===== config.mk =====
export PLATFORM = sky130hd
export DESIGN_NAME = mips_mc_controller
export DESIGN_NICKNAME = d
export VERILOG_FILES = /design/src/rtl/mips_ctrl_pkg.sv /design/src/rtl/mips_ctrl_decode.sv /design/src/rtl/mips_mc_controller.sv
export SDC_FILE = /design/constraint.sdc
export NUM_CORES = 1
export LEC_CHECK = 0
export BUFFER_PORTS_ARGS = -buffer_cell sky130_fd_sc_hd__buf_2
export CAP_MARGIN = 20
export CORE_MARGIN = 2
export CORE_UTILIZATION = 30
export DETAILED_ROUTE_END_ITERATION = 10
export PLACE_DENSITY = 0.59
export SETUP_SLACK_MARGIN = 0.15
export SYNTH_ARGS = -nofsm -noshare
export SYNTH_HDL_FRONTEND = slang
export SYNTH_SLANG_ARGS = --single-unit

===== constraint.sdc =====
create_clock -name clk -period 2.94 [get_ports clk]
set_input_delay 0.294 -clock clk [delete_from_list [all_inputs] [get_ports clk]]
set_output_delay 0.294 -clock clk [all_outputs]
set_load 0.01 [all_outputs]

===== src/rtl/mips_ctrl_pkg.sv =====
// ============================================================================
//  Module      : mips_ctrl_pkg
//  Description : Shared constants for the multi-cycle MIPS controller:
//                opcode/funct values, FSM state encoding, ALU operation
//                codes, memory access size codes and the decode bundle
//                passed from the classifier to the FSM.
//  Revision    : 1.0 - initial release
// ============================================================================
`default_nettype none

package mips_ctrl_pkg;

    // Primary opcodes (instr[31:26])
    localparam logic [5:0] OP_RTYPE  = 6'b000000;
    localparam logic [5:0] OP_REGIMM = 6'b000001;   // bltz / bgez, selected by rt[16]
    localparam logic [5:0] OP_J      = 6'b000010;
    localparam logic [5:0] OP_JAL    = 6'b000011;
    localparam logic [5:0] OP_BEQ    = 6'b000100;
    localparam logic [5:0] OP_BNE    = 6'b000101;
    localparam logic [5:0] OP_BLEZ   = 6'b000110;
    localparam logic [5:0] OP_BGTZ   = 6'b000111;
    localparam logic [5:0] OP_ADDI   = 6'b001000;
    localparam logic [5:0] OP_SLTI   = 6'b001010;
    localparam logic [5:0] OP_ANDI   = 6'b001100;
    localparam logic [5:0] OP_ORI    = 6'b001101;
    localparam logic [5:0] OP_XORI   = 6'b001110;
    localparam logic [5:0] OP_MUL    = 6'b011100;
    localparam logic [5:0] OP_LB     = 6'b100000;
    localparam logic [5:0] OP_LH     = 6'b100001;
    localparam logic [5:0] OP_LW     = 6'b100011;
    localparam logic [5:0] OP_SB     = 6'b101000;
    localparam logic [5:0] OP_SH     = 6'b101001;
    localparam logic [5:0] OP_SW     = 6'b101011;

    // R-type function field (instr[5:0])
    localparam logic [5:0] FN_JR     = 6'b001000;

    // FSM states; the numeric values are visible on the debug state port
    typedef enum logic [2:0] {
        ST_FETCH  = 3'd0,
        ST_DECODE = 3'd1,
        ST_EXEC   = 3'd2,
        ST_MEM    = 3'd3,
        ST_WB     = 3'd4,
        ST_MULW   = 3'd5,
        ST_TRAP   = 3'd6
    } state_e;

    // ALU operation codes
    localparam logic [3:0] ALU_R   = 4'b0000;
    localparam logic [3:0] ALU_ADD = 4'b0001;
    localparam logic [3:0] ALU_XOR = 4'b0010;
    localparam logic [3:0] ALU_SLT = 4'b0011;
    localparam logic [3:0] ALU_AND = 4'b0100;
    localparam logic [3:0] ALU_OR  = 4'b0101;
    localparam logic [3:0] ALU_GTZ = 4'b0111;
    localparam logic [3:0] ALU_LEZ = 4'b1000;
    localparam logic [3:0] ALU_MUL = 4'b1011;

    // Memory access size codes
    localparam logic [1:0] MSZ_NONE = 2'b00;
    localparam logic [1:0] MSZ_BYTE = 2'b01;
    localparam logic [1:0] MSZ_HALF = 2'b10;
    localparam logic [1:0] MSZ_WORD = 2'b11;

    // Classification of one instruction
    typedef struct packed {
        logic       alu;       // register/immediate ALU op (EXEC -> WB)
        logic       load;
        logic       store;
        logic       branch;
        logic       br_taken;
        logic       jump;      // j or jal
        logic       jal;
        logic       jr;
        logic       mul;
        logic       bad;       // undefined opcode
        logic [3:0] alu_op;
        logic       alu_src;
        logic       reg_dst;
        logic [1:0] msize;
    } dec_t;

endpackage

`default_nettype wire


===== src/rtl/mips_ctrl_decode.sv =====
// ============================================================================
//  Module      : mips_ctrl_decode
//  Description : Purely combinational opcode classifier. Turns the opcode,
//                funct and rt[16] fields plus the register-compare flags
//                into a dec_t bundle consumed by the controller FSM.
//  Ports       : opcode_i, funct_i, rt16_i  - instruction fields
//                rsgz_i, rsez_i, tes_i      - rs>0, rs==0, rs==rt
//                dec_o                      - classification bundle
//  Config      : MIPS_MC_MUL_EN - when defined, opcode 011100 decodes as
//                mul; otherwise it is treated as undefined.
//  Revision    : 1.0 - initial release
// ============================================================================
`default_nettype none

module mips_ctrl_decode
    import mips_ctrl_pkg::*;
(
    input  logic [5:0] opcode_i,
    input  logic [5:0] funct_i,
    input  logic       rt16_i,
    input  logic       rsgz_i,
    input  logic       rsez_i,
    input  logic       tes_i,
    output dec_t       dec_o
);

    always_comb begin
        dec_o = '0;
        case (opcode_i)
            OP_RTYPE: begin
                if (funct_i == FN_JR) begin
                    dec_o.jr = 1'b1;
                end else begin
                    dec_o.alu     = 1'b1;
                    dec_o.reg_dst = 1'b1;
                    dec_o.alu_op  = ALU_R;
                end
            end
            OP_REGIMM: begin
                dec_o.branch   = 1'b1;
                // rt[16]=1 is bgez (rs>=0), rt[16]=0 is bltz (rs<0)
                dec_o.br_taken = rt16_i ? (rsez_i | rsgz_i) : (~rsez_i & ~rsgz_i);
            end
            OP_BEQ: begin
                dec_o.branch   = 1'b1;
                dec_o.br_taken = tes_i;
            end
            OP_BNE: begin
                dec_o.branch   = 1'b1;
                dec_o.br_taken = ~tes_i;
            end
            OP_BLEZ: begin
                dec_o.branch   = 1'b1;
                dec_o.br_taken = rsez_i | ~rsgz_i;
                dec_o.alu_op   = ALU_LEZ;
            end
            OP_BGTZ: begin
                dec_o.branch   = 1'b1;
                dec_o.br_taken = rsgz_i & ~rsez_i;
                dec_o.alu_op   = ALU_GTZ;
            end
            OP_J: begin
                dec_o.jump = 1'b1;
            end
            OP_JAL: begin
                dec_o.jump = 1'b1;
                dec_o.jal  = 1'b1;
            end
            OP_ADDI, OP_SLTI, OP_ANDI, OP_ORI, OP_XORI: begin
                dec_o.alu     = 1'b1;
                dec_o.alu_src = 1'b1;
                case (opcode_i)
                    OP_ADDI: dec_o.alu_op = ALU_ADD;
                    OP_SLTI: dec_o.alu_op = ALU_SLT;
                    OP_ANDI: dec_o.alu_op = ALU_AND;
                    OP_ORI:  dec_o.alu_op = ALU_OR;
                    default: dec_o.alu_op = ALU_XOR;
                endcase
            end
            OP_LB, OP_LH, OP_LW: begin
                dec_o.load    = 1'b1;
                dec_o.alu_src = 1'b1;
                dec_o.alu_op  = ALU_ADD;
                dec_o.msize   = (opcode_i == OP_LB) ? MSZ_BYTE :
                                (opcode_i == OP_LH) ? MSZ_HALF : MSZ_WORD;
            end
            OP_SB, OP_SH, OP_SW: begin
                dec_o.store   = 1'b1;
                dec_o.alu_src = 1'b1;
                dec_o.alu_op  = ALU_ADD;
                dec_o.msize   = (opcode_i == OP_SB) ? MSZ_BYTE :
                                (opcode_i == OP_SH) ? MSZ_HALF : MSZ_WORD;
            end
`ifdef MIPS_MC_MUL_EN
            OP_MUL: begin
                dec_o.mul     = 1'b1;
                dec_o.reg_dst = 1'b1;
                dec_o.alu_op  = ALU_MUL;
            end
`endif
            default: begin
                dec_o.bad = 1'b1;
            end
        endcase
    end

endmodule

`default_nettype wire


===== src/rtl/mips_mc_controller.sv =====
// ============================================================================
//  Module      : mips_mc_controller
//  Description : Multi-cycle MIPS control unit. FSM walks FETCH, DECODE,
//                EXEC, MEM, WB (plus MULW for mul and a terminal TRAP for
//                undefined opcodes). Branches and jumps retire in DECODE.
//                Opcode/funct/rt[16] are captured while in DECODE; every
//                later state decodes from that copy.
//  Ports       : clk, rst_n (async, active-low)
//                instr, instr_valid           - fetch return
//                rsgz, rsez, tes              - compare flags, valid in DECODE
//                mem_ready                    - data memory completion
//                fetch_req, ir_we, pc_we, pc_src
//                reg_write, reg_dst, alu_src, mem_to_reg, link, alu_op
//                mem_read, mem_write          - access size codes
//                illegal                      - sticky undefined-opcode flag
//                state                        - debug view of FSM state
//  Config      : MIPS_MC_MUL_EN - enables mul decode, MULW state and counter
//  Revision    : 1.0 - initial release
// ============================================================================
`default_nettype none

module mips_mc_controller
    import mips_ctrl_pkg::*;
#(
    parameter int MUL_CYCLES = 4,
    parameter int ALUOP_W    = 4
) (
    input  logic               clk,
    input  logic               rst_n,
    input  logic [31:0]        instr,
    input  logic               instr_valid,
    input  logic               rsgz,
    input  logic               rsez,
    input  logic               tes,
    input  logic               mem_ready,
    output logic               fetch_req,
    output logic               ir_we,
    output logic               pc_we,
    output logic [1:0]         pc_src,
    output logic               reg_write,
    output logic               reg_dst,
    output logic               alu_src,
    output logic               mem_to_reg,
    output logic               link,
    output logic [ALUOP_W-1:0] alu_op,
    output logic [1:0]         mem_read,
    output logic [1:0]         mem_write,
    output logic               illegal,
    output logic [2:0]         state
);

    state_e      state_q, state_d;
    // Low through reset and the first edge after it: keeps every output
    // (including fetch_req) quiet until the controller is actually running.
    logic        run_q;
    logic [5:0]  op_q;
    logic [5:0]  fn_q;
    logic        rt16_q;

    logic        w_in_decode;
    logic [5:0]  w_opcode;
    logic [5:0]  w_funct;
    logic        w_rt16;
    dec_t        w_dec;

    logic        unused_instr_bits;
    assign unused_instr_bits = ^{instr[25:17], instr[15:6]};

    // DECODE looks at the live instruction; afterwards the captured copy.
    assign w_in_decode = (state_q == ST_DECODE);
    assign w_opcode    = w_in_decode ? instr[31:26] : op_q;
    assign w_funct     = w_in_decode ? instr[5:0]   : fn_q;
    assign w_rt16      = w_in_decode ? instr[16]    : rt16_q;

    mips_ctrl_decode u_decode (
        .opcode_i (w_opcode),
        .funct_i  (w_funct),
        .rt16_i   (w_rt16),
        .rsgz_i   (rsgz),
        .rsez_i   (rsez),
        .tes_i    (tes),
        .dec_o    (w_dec)
    );

`ifdef MIPS_MC_MUL_EN
    localparam logic [3:0] c_CNT_INIT = 4'(MUL_CYCLES - 1);
    logic [3:0] cnt_q, cnt_d;

    always_ff @(posedge clk or negedge rst_n) begin
        if (!rst_n) begin
            cnt_q <= 4'd0;
        end else begin
            cnt_q <= cnt_d;
        end
    end
`else
    logic [3:0] unused_cnt_init;
    assign unused_cnt_init = 4'(MUL_CYCLES - 1);
`endif

    always_ff @(posedge clk or negedge rst_n) begin
        if (!rst_n) begin
            state_q <= ST_FETCH;
            run_q   <= 1'b0;
            op_q    <= 6'd0;
            fn_q    <= 6'd0;
            rt16_q  <= 1'b0;
        end else begin
            run_q   <= 1'b1;
            state_q <= state_d;
            if (run_q && w_in_decode) begin
                op_q   <= instr[31:26];
                fn_q   <= instr[5:0];
                rt16_q <= instr[16];
            end
        end
    end

    always_comb begin
        state_d    = state_q;
        fetch_req  = 1'b0;
        ir_we      = 1'b0;
        pc_we      = 1'b0;
        pc_src     = 2'b00;
        reg_write  = 1'b0;
        reg_dst    = 1'b0;
        alu_src    = 1'b0;
        mem_to_reg = 1'b0;
        link       = 1'b0;
        alu_op     = '0;
        mem_read   = MSZ_NONE;
        mem_write  = MSZ_NONE;
        illegal    = 1'b0;
`ifdef MIPS_MC_MUL_EN
        cnt_d      = cnt_q;
`endif
        if (run_q) begin
            case (state_q)
                ST_FETCH: begin
                    fetch_req = 1'b1;
                    if (instr_valid) begin
                        ir_we   = 1'b1;
                        state_d = ST_DECODE;
                    end
                end
                ST_DECODE: begin
                    alu_op  = ALUOP_W'(w_dec.alu_op);
                    alu_src = w_dec.alu_src;
                    reg_dst = w_dec.reg_dst;
                    if (w_dec.branch) begin
                        pc_we   = 1'b1;
                        pc_src  = w_dec.br_taken ? 2'b01 : 2'b00;
                        state_d = ST_FETCH;
                    end else if (w_dec.jump) begin
                        pc_we     = 1'b1;
                        pc_src    = 2'b10;
                        reg_write = w_dec.jal;
                        link      = w_dec.jal;
                        state_d   = ST_FETCH;
                    end else if (w_dec.jr) begin
                        pc_we   = 1'b1;
                        pc_src  = 2'b11;
                        state_d = ST_FETCH;
                    end else if (w_dec.alu || w_dec.load || w_dec.store) begin
                        state_d = ST_EXEC;
`ifdef MIPS_MC_MUL_EN
                    end else if (w_dec.mul) begin
                        cnt_d   = c_CNT_INIT;
                        state_d = ST_MULW;
`endif
                    end else begin
                        state_d = ST_TRAP;
                    end
                end
                ST_EXEC: begin
                    alu_op  = ALUOP_W'(w_dec.alu_op);
                    alu_src = w_dec.alu_src;
                    reg_dst = w_dec.reg_dst;
                    state_d = (w_dec.load || w_dec.store) ? ST_MEM : ST_WB;
                end
                ST_MEM: begin
                    alu_op    = ALUOP_W'(w_dec.alu_op);
                    alu_src   = w_dec.alu_src;
                    reg_dst   = w_dec.reg_dst;
                    mem_read  = w_dec.load  ? w_dec.msize : MSZ_NONE;
                    mem_write = w_dec.store ? w_dec.msize : MSZ_NONE;
                    if (mem_ready) begin
                        if (w_dec.store) begin
                            // Stores have no write-back; retire here.
                            pc_we   = 1'b1;
                            state_d = ST_FETCH;
                        end else begin
                            state_d = ST_WB;
                        end
                    end
                end
                ST_WB: begin
                    alu_op     = ALUOP_W'(w_dec.alu_op);
                    alu_src    = w_dec.alu_src;
                    reg_dst    = w_dec.reg_dst;
                    reg_write  = 1'b1;
                    pc_we      = 1'b1;
                    mem_to_reg = w_dec.load;
                    state_d    = ST_FETCH;
                end
`ifdef MIPS_MC_MUL_EN
                ST_MULW: begin
                    alu_op  = ALUOP_W'(w_dec.alu_op);
                    alu_src = w_dec.alu_src;
                    reg_dst = w_dec.reg_dst;
                    if (cnt_q == 4'd0) begin
                        state_d = ST_WB;
                    end else begin
                        cnt_d = cnt_q - 4'd1;
                    end
                end
`endif
                ST_TRAP: begin
                    illegal = 1'b1;
                end
                default: begin
                    state_d = ST_FETCH;
                end
            endcase
        end
    end

    assign state = state_q;

endmodule

`default_nettype wire


==> results by group <==
Finish
  – Layout area overhead: 21.68%
  – Finished Cell Area: 0.001924 mm²
  – Layout cells sized above 1: 0.3087
  – ANT cells: 0
  – Layout Nets: 270
  – Non-Filler Instances: 300
  – Util after Layout: 0.3768

Run status
  – Status: finished, final reports clean

STA
  – Tmin final: 2658 ps
  – Final setup TNS: 0 ps
  – Final Cycle Share: 0.9042
  – Clk_skew: 8.643 ps
  – Slew HR: 0.6651
  – Setup WS post-layout: 281.6 ps
  – Final setup fails: 0
  – Worst slew pin tran: 495.4 ps
  – RSZ-0062 raised after global routing: no
  – Slew Limit Fails: 0
  – Final Hold Viols: 0
  – Max Fclk: 0.3762 GHz

Worst setup path
  – Critical Path RT: 2650 ps
  – Worst setup EP type: output port
  – Kind of critical path: reg -> out
  – Type of origin of the critical path: flop
  – Worst stage delay on the critical path: 480 ps
  – Crit Path Max Fanout: 4
  – Crit path max-delay family: simple AND/OR/NAND/NOR gates
  – Critical path data arrival time: 2360 ps
  – Buffers plus inverters on the worst setup path: 1
  – CP Cell Sequence: or3b_4 > mux4_2 > or4_1 > mux2i_1 > a211oi_1 > buf_2
  – Crit-path slowest cell: or4_1

Place
  – DP Worst Slack: 488.6 ps
  – Placed cell count: 293
  – DP HPWL: 3.268 mm
  – Placed cell area: 0.001853 mm²
  – PortBufs: 41
  – Routability cong.: 0.8716

Routing
  – DRT Pass-1 Iters: 4
  – Mean number of vias per cell: 5.367
  – Starting DRC count in detailed routing: 104
  – Routed wire length: 4.292 mm
  – DR vias: 1610
  – Drt wl/cell: 14.31 µm
  – DRC violations left: 0
  – Routed Antenna Nets: 0

Yosys
  – Synthesized area per cell: 8.237 µm²
  – Post-synthesis register bit count: 17
  – Ys Warns: 0
  – Distinct cells, synth: 48
  – Post-Syn Area: 0.001582 mm²
  – Synth top area cells: dfrtp_1, mux2_2, mux2i_1, nor4b_1, nor3_1
  – Synth Flop Type: dfrtp_1
  – Mapped Nets: 231
  – Post-synth EDFFs: 0
  – Mapped Cells: 192
  – FFs w/ async S/R, synth: 1.000
  – Post-synth top area cell: dfrtp_1
  – Top cell type's share of synthesized area: 0.2690
  – Synth top cells by count: dfrtp_1, nor2_1, mux2_2, nor3_1
  – Seq/Total Area, Yosys: 0.2690

Die
  – Die Ht: 76.61 µm
  – Core area: 0.005107 mm²
  – Std cell rows: 26
  – Die area: 0.005868 mm²
  – Die X: 76.61 µm
  – Starting density of the core: 0.3097
  – IO Pins: 61

Clock network
  – CTS clk-pin slew, worst paths: 70 ps
  – Root Buffer: clkbuf_8
  – H-tree depth: 1
  – Skew-Pair Late Insertion Delay: 250 ps
  – Clock Path Buffers: 2
  – TritonCTS clock tree: yes
  – CTS-repair resized insts: 0
  – CTS Buf Count: 3
  – Clk sink count: 17

Pwr
  – Max IR drop VDD: 0.3806 mV
  – Pleak: 0.8293 nW
  – Pwr per Cell Area: 883.2 mW/mm²

Worst hold path
  – Worst Hold Class: in -> reg

GRT
  – Vias in the first global route: 1460
  – GR Overflow Total: 0
  – Total track usage: 0.1501
  – Largest net degree at the start of global routing: 20
  – First-pass GRT wire length: 7.231 mm
  – Initial antenna violation count: 0

Flow run
  – MaxCap Viol Count: 0
[final cells by class]
type                    count  area (µm²)
inverters                   5       18.77
clock inverters             1       5.005
fillers                   547        3183
clock buffers               3       41.29
well taps                  70       87.58
repair buffers             50       275.3
multi-input cells         154        1071
flip-flops and latches     17       425.4
[per-layer routing]
| layer | global-route usage | vias to the layer above | part of all wire |
|---|---|---|---|
| li1 | - | 786 | - |
| met1 | 0.2228 | 751 | 0.47 |
| met2 | 0.2274 | 67 | 0.44 |
| met3 | 0.02962 | 6 | 0.082 |
| met4 | 0.02545 | 0 | 0.0091 |
| met5 | 0 | - | 0 |
[layout by cell type, fill, tap and decap left out, types with 5 or more instances in the layout]
| cell | instances |
|---|---|
| a21oi_1 | 6 |
| buf_2 | 41 |
| buf_4 | 8 |
| dfrtp_1 | 17 |
| inv_1 | 5 |
| mux2_2 | 14 |
| mux2i_1 | 10 |
| nand2_1 | 10 |
| nand3_1 | 7 |
| nor2_1 | 17 |
| nor2b_1 | 6 |
| nor3_1 | 13 |
| nor4b_1 | 8 |
| o21ai_0 | 9 |
[what timing repair did]
item                                    in CTS  in global routing
setup buffers                                0                  2
endpoints found under the setup margin       0                  2
endpoints found under the hold margin       17                  0
hold buffers                                 1                  0
[cell families (layout without fill, tap and decap cells)]
family	Yosys count	count (layout)	share of synthesized area
AOI/OAI and AO/OA	37	37	0.1614
other	1	1	0.002371
muxes	25	25	0.1772
xor gates and xnor gates	4	4	0.02215
DFF	17	17	0.2690
and+or+nand+nor	87	87	0.3141
buffers and inverters	21	59	0.05380
[flip-flops by register name, summed over array words and instances (netlist names)]
signal and count:
rt16_q 1, state 3, op_q 6, fn_q 6, run_q 1
[path summary, 6_finish.rpt]
kind                            startpoint        end  slack [ps]  cells past startpoint
worst max-delay path              state[2]  pc_src[0]         280                      6
worst min-delay path              instr[5]    fn_q[5]         280                      2
worst max register to register    state[2]   state[2]         580                      6
worst min register to register     fn_q[3]    fn_q[3]         510                      1
max in group asynchronous            rst_n    op_q[4]        2150                      2
min in group asynchronous            rst_n     rt16_q         490                      2
[stage by stage]
step	hold slack [ps]	total power [mW]
global placement	233.0	1.498
detailed placement	238.3	1.509
floorplan	-1.591	1.236
CTS	274.7	1.692
finish	280.9	1.700
global route	277.8	1.857
[where the power goes]
part	total [mW]	switching, mW	internal [mW]
Clock	0.173	0.0790	0.0940
Combinational	1.05	0.560	0.487
Sequential	0.480	0.139	0.342
[worst register-to-register path: stages, from the launching register on]
cell	delay [ps]
dfrtp_1	380
or3b_4	430
buf_4	230
or4_1	510
a221oi_1	310
nor4b_1	90
a221o_1	280
(Power assumes the default switching activity.)
